<file path="src/rtl/seg_scan_driver.sv">
// rtl/seg_scan_driver.sv - time-multiplexed seven-segment scan driver with snapshot, blanking and guard cycles
module seg_scan_driver #(
    parameter int NUM_DIGITS    = 4,
    parameter int REFRESH_DIV   = 1000,
    parameter int BLANK_LEADING = 1
) (
    input  logic                    clk_i,
    input  logic                    reset_i,
    input  logic                    en_i,
    input  logic [4*NUM_DIGITS-1:0] digits_i,
    input  logic [NUM_DIGITS-1:0]   dp_i,
    output logic [6:0]              seg_o,
    output logic                    dp_o,
    output logic [NUM_DIGITS-1:0]   an_o,
    output logic                    frame_o
);

    localparam int IW = $clog2(NUM_DIGITS);
    localparam int PW = $clog2(REFRESH_DIV);

    typedef enum logic {
        ST_IDLE = 1'b0,
        ST_SCAN = 1'b1
    } state_t;

    state_t                  r_state;
    logic [IW-1:0]           r_idx;
    logic [PW-1:0]           r_presc;
    logic [4*NUM_DIGITS-1:0] r_dig_snap;
    logic [NUM_DIGITS-1:0]   r_dp_snap;

    state_t                  w_state_nxt;
    logic [IW-1:0]           w_idx_nxt;
    logic [PW-1:0]           w_presc_nxt;
    logic [4*NUM_DIGITS-1:0] w_dig_nxt;
    logic [NUM_DIGITS-1:0]   w_dp_nxt;
    logic [3:0]              w_cur_dig;
    logic                    w_lit;
    logic [NUM_DIGITS-1:0]   w_an;
    logic [6:0]              w_seg;
    logic                    w_dp;
    logic                    w_frame;

    // Active-low {g..a} pattern; non-BCD values show a dash
    function automatic logic [6:0] f_decode(input logic [3:0] d);
        case (d)
            4'd0:    f_decode = 7'h40;
            4'd1:    f_decode = 7'h79;
            4'd2:    f_decode = 7'h24;
            4'd3:    f_decode = 7'h30;
            4'd4:    f_decode = 7'h19;
            4'd5:    f_decode = 7'h12;
            4'd6:    f_decode = 7'h02;
            4'd7:    f_decode = 7'h78;
            4'd8:    f_decode = 7'h00;
            4'd9:    f_decode = 7'h10;
            default: f_decode = 7'h3F;
        endcase
    endfunction

    // Leading zero: this digit and everything above it are zero and no dp is requested here
    function automatic logic f_blank(input logic [4*NUM_DIGITS-1:0] dig,
                                     input logic [NUM_DIGITS-1:0]   dp,
                                     input int                      k);
        logic upper_zero;
        upper_zero = 1'b1;
        for (int j = 0; j < NUM_DIGITS; j++) begin
            if (j >= k && dig[4*j +: 4] != 4'd0) begin
                upper_zero = 1'b0;
            end
        end
        f_blank = (BLANK_LEADING == 1) && (k != 0) && upper_zero && !dp[k];
    endfunction

    // Next-state: outputs are registered from these so they line up with the cycle they describe
    always_comb begin
        w_state_nxt = r_state;
        w_idx_nxt   = r_idx;
        w_presc_nxt = r_presc;
        w_dig_nxt   = r_dig_snap;
        w_dp_nxt    = r_dp_snap;
        case (r_state)
            ST_IDLE: begin
                if (en_i) begin
                    w_state_nxt = ST_SCAN;
                    w_idx_nxt   = '0;
                    w_presc_nxt = '0;
                    w_dig_nxt   = digits_i;
                    w_dp_nxt    = dp_i;
                end
            end
            default: begin
                if (!en_i) begin
                    w_state_nxt = ST_IDLE;
                    w_idx_nxt   = '0;
                    w_presc_nxt = '0;
                end else if (r_presc == PW'(REFRESH_DIV - 1)) begin
                    w_presc_nxt = '0;
                    if (r_idx == IW'(NUM_DIGITS - 1)) begin
                        w_idx_nxt = '0;
                        w_dig_nxt = digits_i;
                        w_dp_nxt  = dp_i;
                    end else begin
                        w_idx_nxt = r_idx + 1'b1;
                    end
                end else begin
                    w_presc_nxt = r_presc + 1'b1;
                end
            end
        endcase
    end

    // Output decode for the upcoming cycle; prescaler 0 is the all-dark guard cycle
    always_comb begin
        w_cur_dig = w_dig_nxt[4*int'(w_idx_nxt) +: 4];
        w_lit     = (w_state_nxt == ST_SCAN) && (w_presc_nxt != '0)
                    && !f_blank(w_dig_nxt, w_dp_nxt, int'(w_idx_nxt));
        w_an      = '1;
        w_seg     = 7'h7F;
        w_dp      = 1'b1;
        if (w_lit) begin
            w_an[w_idx_nxt] = 1'b0;
            w_seg           = f_decode(w_cur_dig);
            w_dp            = ~w_dp_nxt[w_idx_nxt];
        end
        w_frame = (w_state_nxt == ST_SCAN) && (w_presc_nxt == PW'(REFRESH_DIV - 1))
                  && (w_idx_nxt == IW'(NUM_DIGITS - 1));
    end

    // Scan FSM state, snapshot and registered display outputs
    always_ff @(posedge clk_i or negedge reset_i) begin
        if (!reset_i) begin
            r_state    <= ST_IDLE;
            r_idx      <= '0;
            r_presc    <= '0;
            r_dig_snap <= '0;
            r_dp_snap  <= '0;
            an_o       <= '1;
            seg_o      <= 7'h7F;
            dp_o       <= 1'b1;
            frame_o    <= 1'b0;
        end else begin
            r_state    <= w_state_nxt;
            r_idx      <= w_idx_nxt;
            r_presc    <= w_presc_nxt;
            r_dig_snap <= w_dig_nxt;
            r_dp_snap  <= w_dp_nxt;
            an_o       <= w_an;
            seg_o      <= w_seg;
            dp_o       <= w_dp;
            frame_o    <= w_frame;
        end
    end

endmodule
</file>
<file path="config.mk">
export PLATFORM = sky130hd
export DESIGN_NAME = seg_scan_driver
export DESIGN_NICKNAME = d
export VERILOG_FILES = /design/src/rtl/seg_scan_driver.sv
export SDC_FILE = /design/constraint.sdc
export NUM_CORES = 1
export LEC_CHECK = 0
export CAP_MARGIN = 20
export CORE_ASPECT_RATIO = 0.6
export CORE_UTILIZATION = 35
export CTS_BUF_LIST = sky130_fd_sc_hd__clkbuf_4 sky130_fd_sc_hd__clkbuf_8
export CTS_CLUSTER_SIZE = 16
export DETAILED_ROUTE_END_ITERATION = 10
export REMOVE_ABC_BUFFERS = 1
export SYNTH_ARGS = -nofsm -noshare
export SYNTH_HDL_FRONTEND = slang
export SYNTH_SLANG_ARGS = --single-unit
</file>
<file path="constraint.sdc">
create_clock -name clk_i -period 2.6 [get_ports clk_i]
set_input_delay 0.65 -clock clk_i [delete_from_list [all_inputs] [get_ports clk_i]]
set_output_delay 0.65 -clock clk_i [all_outputs]
set_load 0.01 [all_outputs]
</file>
; Word-level counts from Yosys, hierarchy flattened
; Memory sizes are Yosys's and may differ from the RTL's.
; Cells that the tools add are included.
[word_totals]
reg_bits = 46
romBits = 112
input_bits = 23
output_inout_bits = 13
word_cells = 75
n_memories = 1
[op_classes]
add_sub_neg = 2
order_cmp = 6
n_eq_ne = 4
n_shift = 1
mux = 32
bitwise = 2
reduce_logical = 18
[mem_list]
columns = name, words, width, rd, rd_ports_with_merged_regs, write_ports, line
row1 = (no name shown), 16, 7, 1, 0, 0, 46  ; case (d)
[op_table]
columns = operator, count
row1 = $mux W16, 5
row2 = $mux W10, 4
row3 = $mux W4, 6
row4 = $eq A10 B10 Y1 const B, 2
row5 = $reduce_bool A4 Y1, 4
row6 = $shiftx A16 B5 Y4, 1
row7 = $add A10 B1 Y10 const B, 1
row8 = $logic_and A1 B1 Y1, 10
row9 = $mux W2, 5
row10 = $reduce_bool A10 Y1, 1
row11 = $mux W1, 9
row12 = $mux W7, 1
row13 = $lt A2 B3 Y1 const B, 2
row14 = $eq A2 B2 Y1 const B, 2
row15 = $ge A1 B2 Y1 const A, 2
row16 = $not A4 Y4, 1
row17 = $add A2 B1 Y2 const B, 1
row18 = $bmux W1 S2, 1
row19 = $demux W1 S2, 1
row20 = $ge A2 B1 Y1 const B, 1
row21 = $ge A2 B2 Y1 const A, 1
row22 = $logic_not A1 Y1, 2
row23 = $reduce_bool A2 Y1, 1
row24 = $not A1 Y1, 1

; Longest topological paths before layout
[logic_depth]
depth_word = 16
depth_mapped = 16
depth_no_buf = 13

; Least setup slack after synthesis
; Ideal clock, no wire load.
[synth_timing]
path_type = register to register
startpoint = register r_idx[0]
endpoint = register seg_o[0]
setup_ns = 0.069
arrival_time_ns = 2.833
required_ns = 2.531
slack_ns = -0.301
path_stages_with_launch = 13
n_path_buf = 2
period_less_slack_ns = 2.901
path_cell_list = dfrtp_1 -> ha_1 -> and4_1 -> buf_2 -> a31oi_4 -> buf_6 -> mux2_4 -> mux2_4 -> a21oi_4 -> ha_1 -> nand2_1 -> and4b_1 -> o21ai_2
[synth_via]
word_cells_on_any_way = 40
cone_classes = add/sub (1) / order compare (3) / eq/ne (1) / shift (1) / mux (20) / reduce/logical (13) / memory (1)
[synth_lines]
columns = item, line
row1 = "start, declared", 27  ; logic [IW-1:0] r_idx;
row2 = "start signal, assigned", 144  ; r_idx <= w_idx_nxt;
row3 = $eq A2 B2 Y1 (*), 99  ; if (r_idx == IW'(NUM_DIGITS - 1)) begin
row4 = $mux W16 (*), 99
row5 = $mux W16 (*), 97  ; end else if (r_presc == PW'(REFRESH_DIV - 1)) begin
row6 = $mux W16 (*), 93  ; if (!en_i) begin
row7 = $mux W16 (*), 82  ; case (r_state)
row8 = named net w_dig_nxt[9], 35  ; logic [4*NUM_DIGITS-1:0] w_dig_nxt;
row9 = branches (longest 8 deep; another with $mem_v2 Z16 W7), --
row10 = $mux W7 (*), 121  ; if (w_lit) begin
row11 = named net w_seg[0], 40  ; logic [6:0] w_seg;
row12 = "end signal, assigned", 149  ; seg_o <= w_seg;
row13 = "end, declared", 12  ; output logic [6:0] seg_o,
; Mark *: on every way through the listed nets, which the timed path passes. The select of a mux whose other input is x is not followed.

; Worst setup path in the final report
[layout_timing]
startpoint = input port en_i
endpoint = register seg_o[3]
[layout_via]
elab_chain_cells = 13
word_cells_on_any_way = 40
cone_classes = order compare (3) / shift (1) / mux (20) / reduce/logical (15) / memory (1)
[layout_rtl]
columns = item, line
row1 = "start, declared", 9  ; input logic en_i,
row2 = branches (longest 12 deep; another with $mem_v2 Z16 W7), --
row3 = $mux W7 (*), 121
row4 = named net w_seg[3], 40
; Marks and branches as above.

==> implementation parameters <==
Parameter                              Value

Run status
  Outcome ... finished with violations
  Violated checks ... setup timing

Clocking
  Post-CTS clock slew at the launch and capture registers of the worst setup and hold paths ... 0.09 ns
  H-tree level count ... 2
  Clock buffer depth ... 2
  CTS tree ... done
  CTS buffer count ... 5
  Clk root buf ... sky130_fd_sc_hd__clkbuf_8
  CTS sink cnt ... 46
  Insertion delay of the later-clocked pin in the worst-skew pair ... 0.32 ns

Routing
  Via count of the routed design ... 2761
  DRC violation count after routing ... 0
  Drt pass-1 iters ... 4
  Starting DRT DRC Count ... 176
  Final routed wirelength across all metal layers ... 8670 µm
  Post-detailed-route via-to-cell ratio ... 5.30
  Count of antenna-violating nets left after detailed routing ... 0
  Mean routed wirelength per cell ... 16.6 µm

Worst setup path
  Sort of element at the end of the critical path ... flop
  Critical path peak fanout ... 6
  Launching element of the worst setup path ... en_i
  Endpoint arrival time on the critical path ... 3.00 ns
  Cell-by-cell listing of the critical path ... clkdlybuf4s15_2 -> buf_4 -> nor4bb_2 -> nand4_1 -> and3_4 -> inv_4 -> buf_4 -> mux2_4 -> a21oi_4 -> ha_2 -> nor2b_1 -> o21ai_2
  Required arrival time at the worst endpoint ... 2.86 ns
  Library cell contributing the largest single delay on the critical path ... sky130_fd_sc_hd__ha_2
  Startpoint type of the worst setup path ... primary input
  Largest incremental delay on the critical path ... 0.32 ns
  Worst reg2reg path startpoint ... r_presc[8]$_DFF_PN0_
  CP dominant cell by count ... sky130_fd_sc_hd__buf_4
  Crit path kind ... primary input to flop

Final layout
  Area added between synthesis and finish ... 44.6%
  Inserted Diodes ... 0
  Number of standard cells in the layout, taps in and fillers out ... 521
  Final core utilization ... 53.1%
  Net count reported at finish ... 442
  Fraction of final layout cells sized beyond drive strength 1 ... 40.9%

Synth
  Cell area after synthesis ... 0.00293 mm²
  Fraction of registers with async set/reset ... 100%
  Warnings, synthesis ... 0
  Sequential-to-total area share from yosys stat ... 39.8%
  Register bit count reported by yosys ... 46
  Synth unique cells ... 71
  Post-synth EDFFs ... 0
  Count of mapped cells out of synthesis ... 301
  Top FF cell, synth ... sky130_fd_sc_hd__dfrtp_1
  Post-Synthesis Mean Instance Area ... 9.72 µm²

Die
  Initial Utilization ... 36.7%
  Floorplan core area ... 0.00798 mm²
  Die X ... 120 µm
  Top Ports ... 36
  Number of placement rows ... 25
  Die area ... 0.00874 mm²
  Die Ht ... 72.8 µm

Power
  Leakage power total ... 1.79 nW
  Power per cell area ... 440 mW/mm²
  Worst-case vdd ir drop ... 0.159 mV

Timing
  Max-slew violation total from the final report ... 0
  Maximum achievable frequency ... 364 MHz
  Unrepaired setup endpoints after global routing ... yes
  Least-Margin Pin Slew ... 0.595 ns
  Fin crit period ... 2.75 ns
  Endpoints failing setup ... 6
  Clk_skew ... 0.0142 ns
  Tightest slew margin relative to the limit ... 60.3%
  Minimum setup slack in the final design ... -0.146 ns
  Final clock period utilization by the worst path ... 106%
  Final Hold Viols ... 0

Flow run
  Reported max-cap violation count ... 0

GRT
  Pin count of the biggest net entering global routing ... 47
  Initial antenna violation count ... 0
  Vias in the first global route ... 2573
  Overall fraction of global-route tracks in use ... 20.6%
  Overflow after GRT ... 0
  Global-route wire length before repair ... 13700 µm

Placement
  Final HPWL DP ... 6360 µm
  Buffers added on ports ... 35
  Placer Congestion ... 1.01
  Inst Count DP ... 499

Worst hold path
  Type of the worst min-delay path ... primary input to async pin
[worst paths after layout]
check | endpoint | slack [ns] | cells after the start
min in group clk_i | r_dig_snap[0]$_DFF_PN0_ | 0.50 | 1
max | seg_o[3]$_DFF_PN1_ | -0.15 | 12
max in group asynchronous | r_presc[8]$_DFF_PN0_ | 1.76 | 2
min reg2reg | r_dig_snap[0]$_DFF_PN0_ | 0.50 | 1
max reg2reg | seg_o[3]$_DFF_PN1_ | -0.14 | 10
min | r_dig_snap[2]$_DFF_PN0_ | 0.42 | 2
[cells in the mapped netlist, types with 5 or more instances]
cell | count | area share, %
sky130_fd_sc_hd__a21oi_1 | 11 | 1.9
sky130_fd_sc_hd__a221o_1 | 5 | 1.7
sky130_fd_sc_hd__and2_1 | 5 | 1.1
sky130_fd_sc_hd__and3_1 | 5 | 1.1
sky130_fd_sc_hd__buf_2 | 5 | 0.85
sky130_fd_sc_hd__buf_6 | 5 | 1.9
sky130_fd_sc_hd__dfrtp_1 | 34 | 29
sky130_fd_sc_hd__dfstp_2 | 12 | 11
sky130_fd_sc_hd__ha_1 | 7 | 3.0
sky130_fd_sc_hd__inv_1 | 13 | 1.7
sky130_fd_sc_hd__mux2_2 | 8 | 3.1
sky130_fd_sc_hd__mux2i_1 | 9 | 3.1
sky130_fd_sc_hd__nand2_1 | 33 | 4.2
sky130_fd_sc_hd__nand3_1 | 8 | 1.4
sky130_fd_sc_hd__nand4_1 | 11 | 2.4
sky130_fd_sc_hd__nor2_1 | 18 | 2.3
sky130_fd_sc_hd__nor2b_1 | 5 | 1.1
sky130_fd_sc_hd__nor3_1 | 6 | 1.0
sky130_fd_sc_hd__o21ai_0 | 16 | 2.7
sky130_fd_sc_hd__o21ai_1 | 5 | 0.85
sky130_fd_sc_hd__o21ai_2 | 5 | 1.5
[layout make-up]
type / count / area, µm²
multi-input cells: 223 / 1750
well taps: 108 / 135
clock inverters: 2 / 37.5
fillers: 733 / 3740
repair buffers: 120 / 1000
inverters: 16 / 65.1
clock buffers: 6 / 76.3
flip-flops and latches: 46 / 1170
[cell families after synthesis]
group / count (synthesis) / share of synthesized area, %
flops: 46 / 39.8
simple gates: 120 / 23.3
xor+xnor: 2 / 0.599
compound gates: 74 / 19.7
buf+inv: 33 / 6.41
fa+ha+maj: 7 / 2.99
mux: 19 / 7.18
[worst max-delay path: cells and delay by family]
family	cells	cell delay, ns
buf+inv	4	0.54
simple gates	4	0.82
mux	1	0.31
fa+ha+maj	1	0.32
compound gates	2	0.36
[per-stage QoR]
step / power, mW / setup TNS [ns] / worst slack [ns] / hold WS [ns] / area, µm²
3_5_place_dp: 1.24 / -9.37 / -0.856 / 0.495 / 3840
3_3_place_gp: 1.23 / -8.74 / -0.825 / 0.484 / 3840
5_1_grt: 1.95 / -1.68 / -0.242 / 0.466 / 4230
4_1_cts: 1.85 / -0.411 / -0.103 / 0.439 / 4130
6_report: 1.86 / -0.642 / -0.146 / 0.419 / 4230
2_1_floorplan: 1.03 / -2.97 / -0.412 / 0.354 / 2800
[layer usage]
layer,part of all wire (%),vias to the layer above,track usage [%]
li1,-,1330,-
met1,54,1310,32.3
met2,37,108,26.8
met3,7.6,13,5.47
met4,1.3,0,5.69
met5,0,-,0
[layout by cell type (no fill, tap or decap), drive strengths merged, types with 4 or more instances in the layout]
master         instances
o21ai                 26
nand3                 12
nor4                   5
and2                   5
nand4                 11
a21oi                 13
o31ai                  4
buf                   86
a221o                  5
dfstp                 12
nand2                 34
clkbuf                 6
inv                   15
nor3                   6
clkdlybuf4s50         33
dfrtp                 34
nor2b                  5
ha                     7
nor2                  19
nand2b                 4
mux2i                  9
mux2                  10
and3                   6
[sequential cells by signal, summed over array words and instances (netlist names)]
register	count
r_dig_snap	16
r_presc	10
seg_o	7
an_o	4
r_dp_snap	4
r_idx	2
dp_o	1
frame_o	1
r_state	1
[power breakdown]
| group | total, mW | switching (mW) | internal (mW) |
|---|---|---|---|
| registers | 0.807 | 0.0318 | 0.776 |
| clock network | 0.571 | 0.273 | 0.298 |
| logic | 0.485 | 0.238 | 0.247 |
| total | 1.86 | 0.543 | 1.32 |
[what timing repair did]
item / in CTS / in global routing
endpoints found under the hold margin: 0 / 0
buffers inserted: 8 / 5
endpoints found under the setup margin: 12 / 12
hold buffers: 0 / 0
gates resized for setup: 28 / 13
gates cloned: 1 / 0
pin swaps: 15 / 15
No activity file was read; power rests on OpenSTA's default activity.
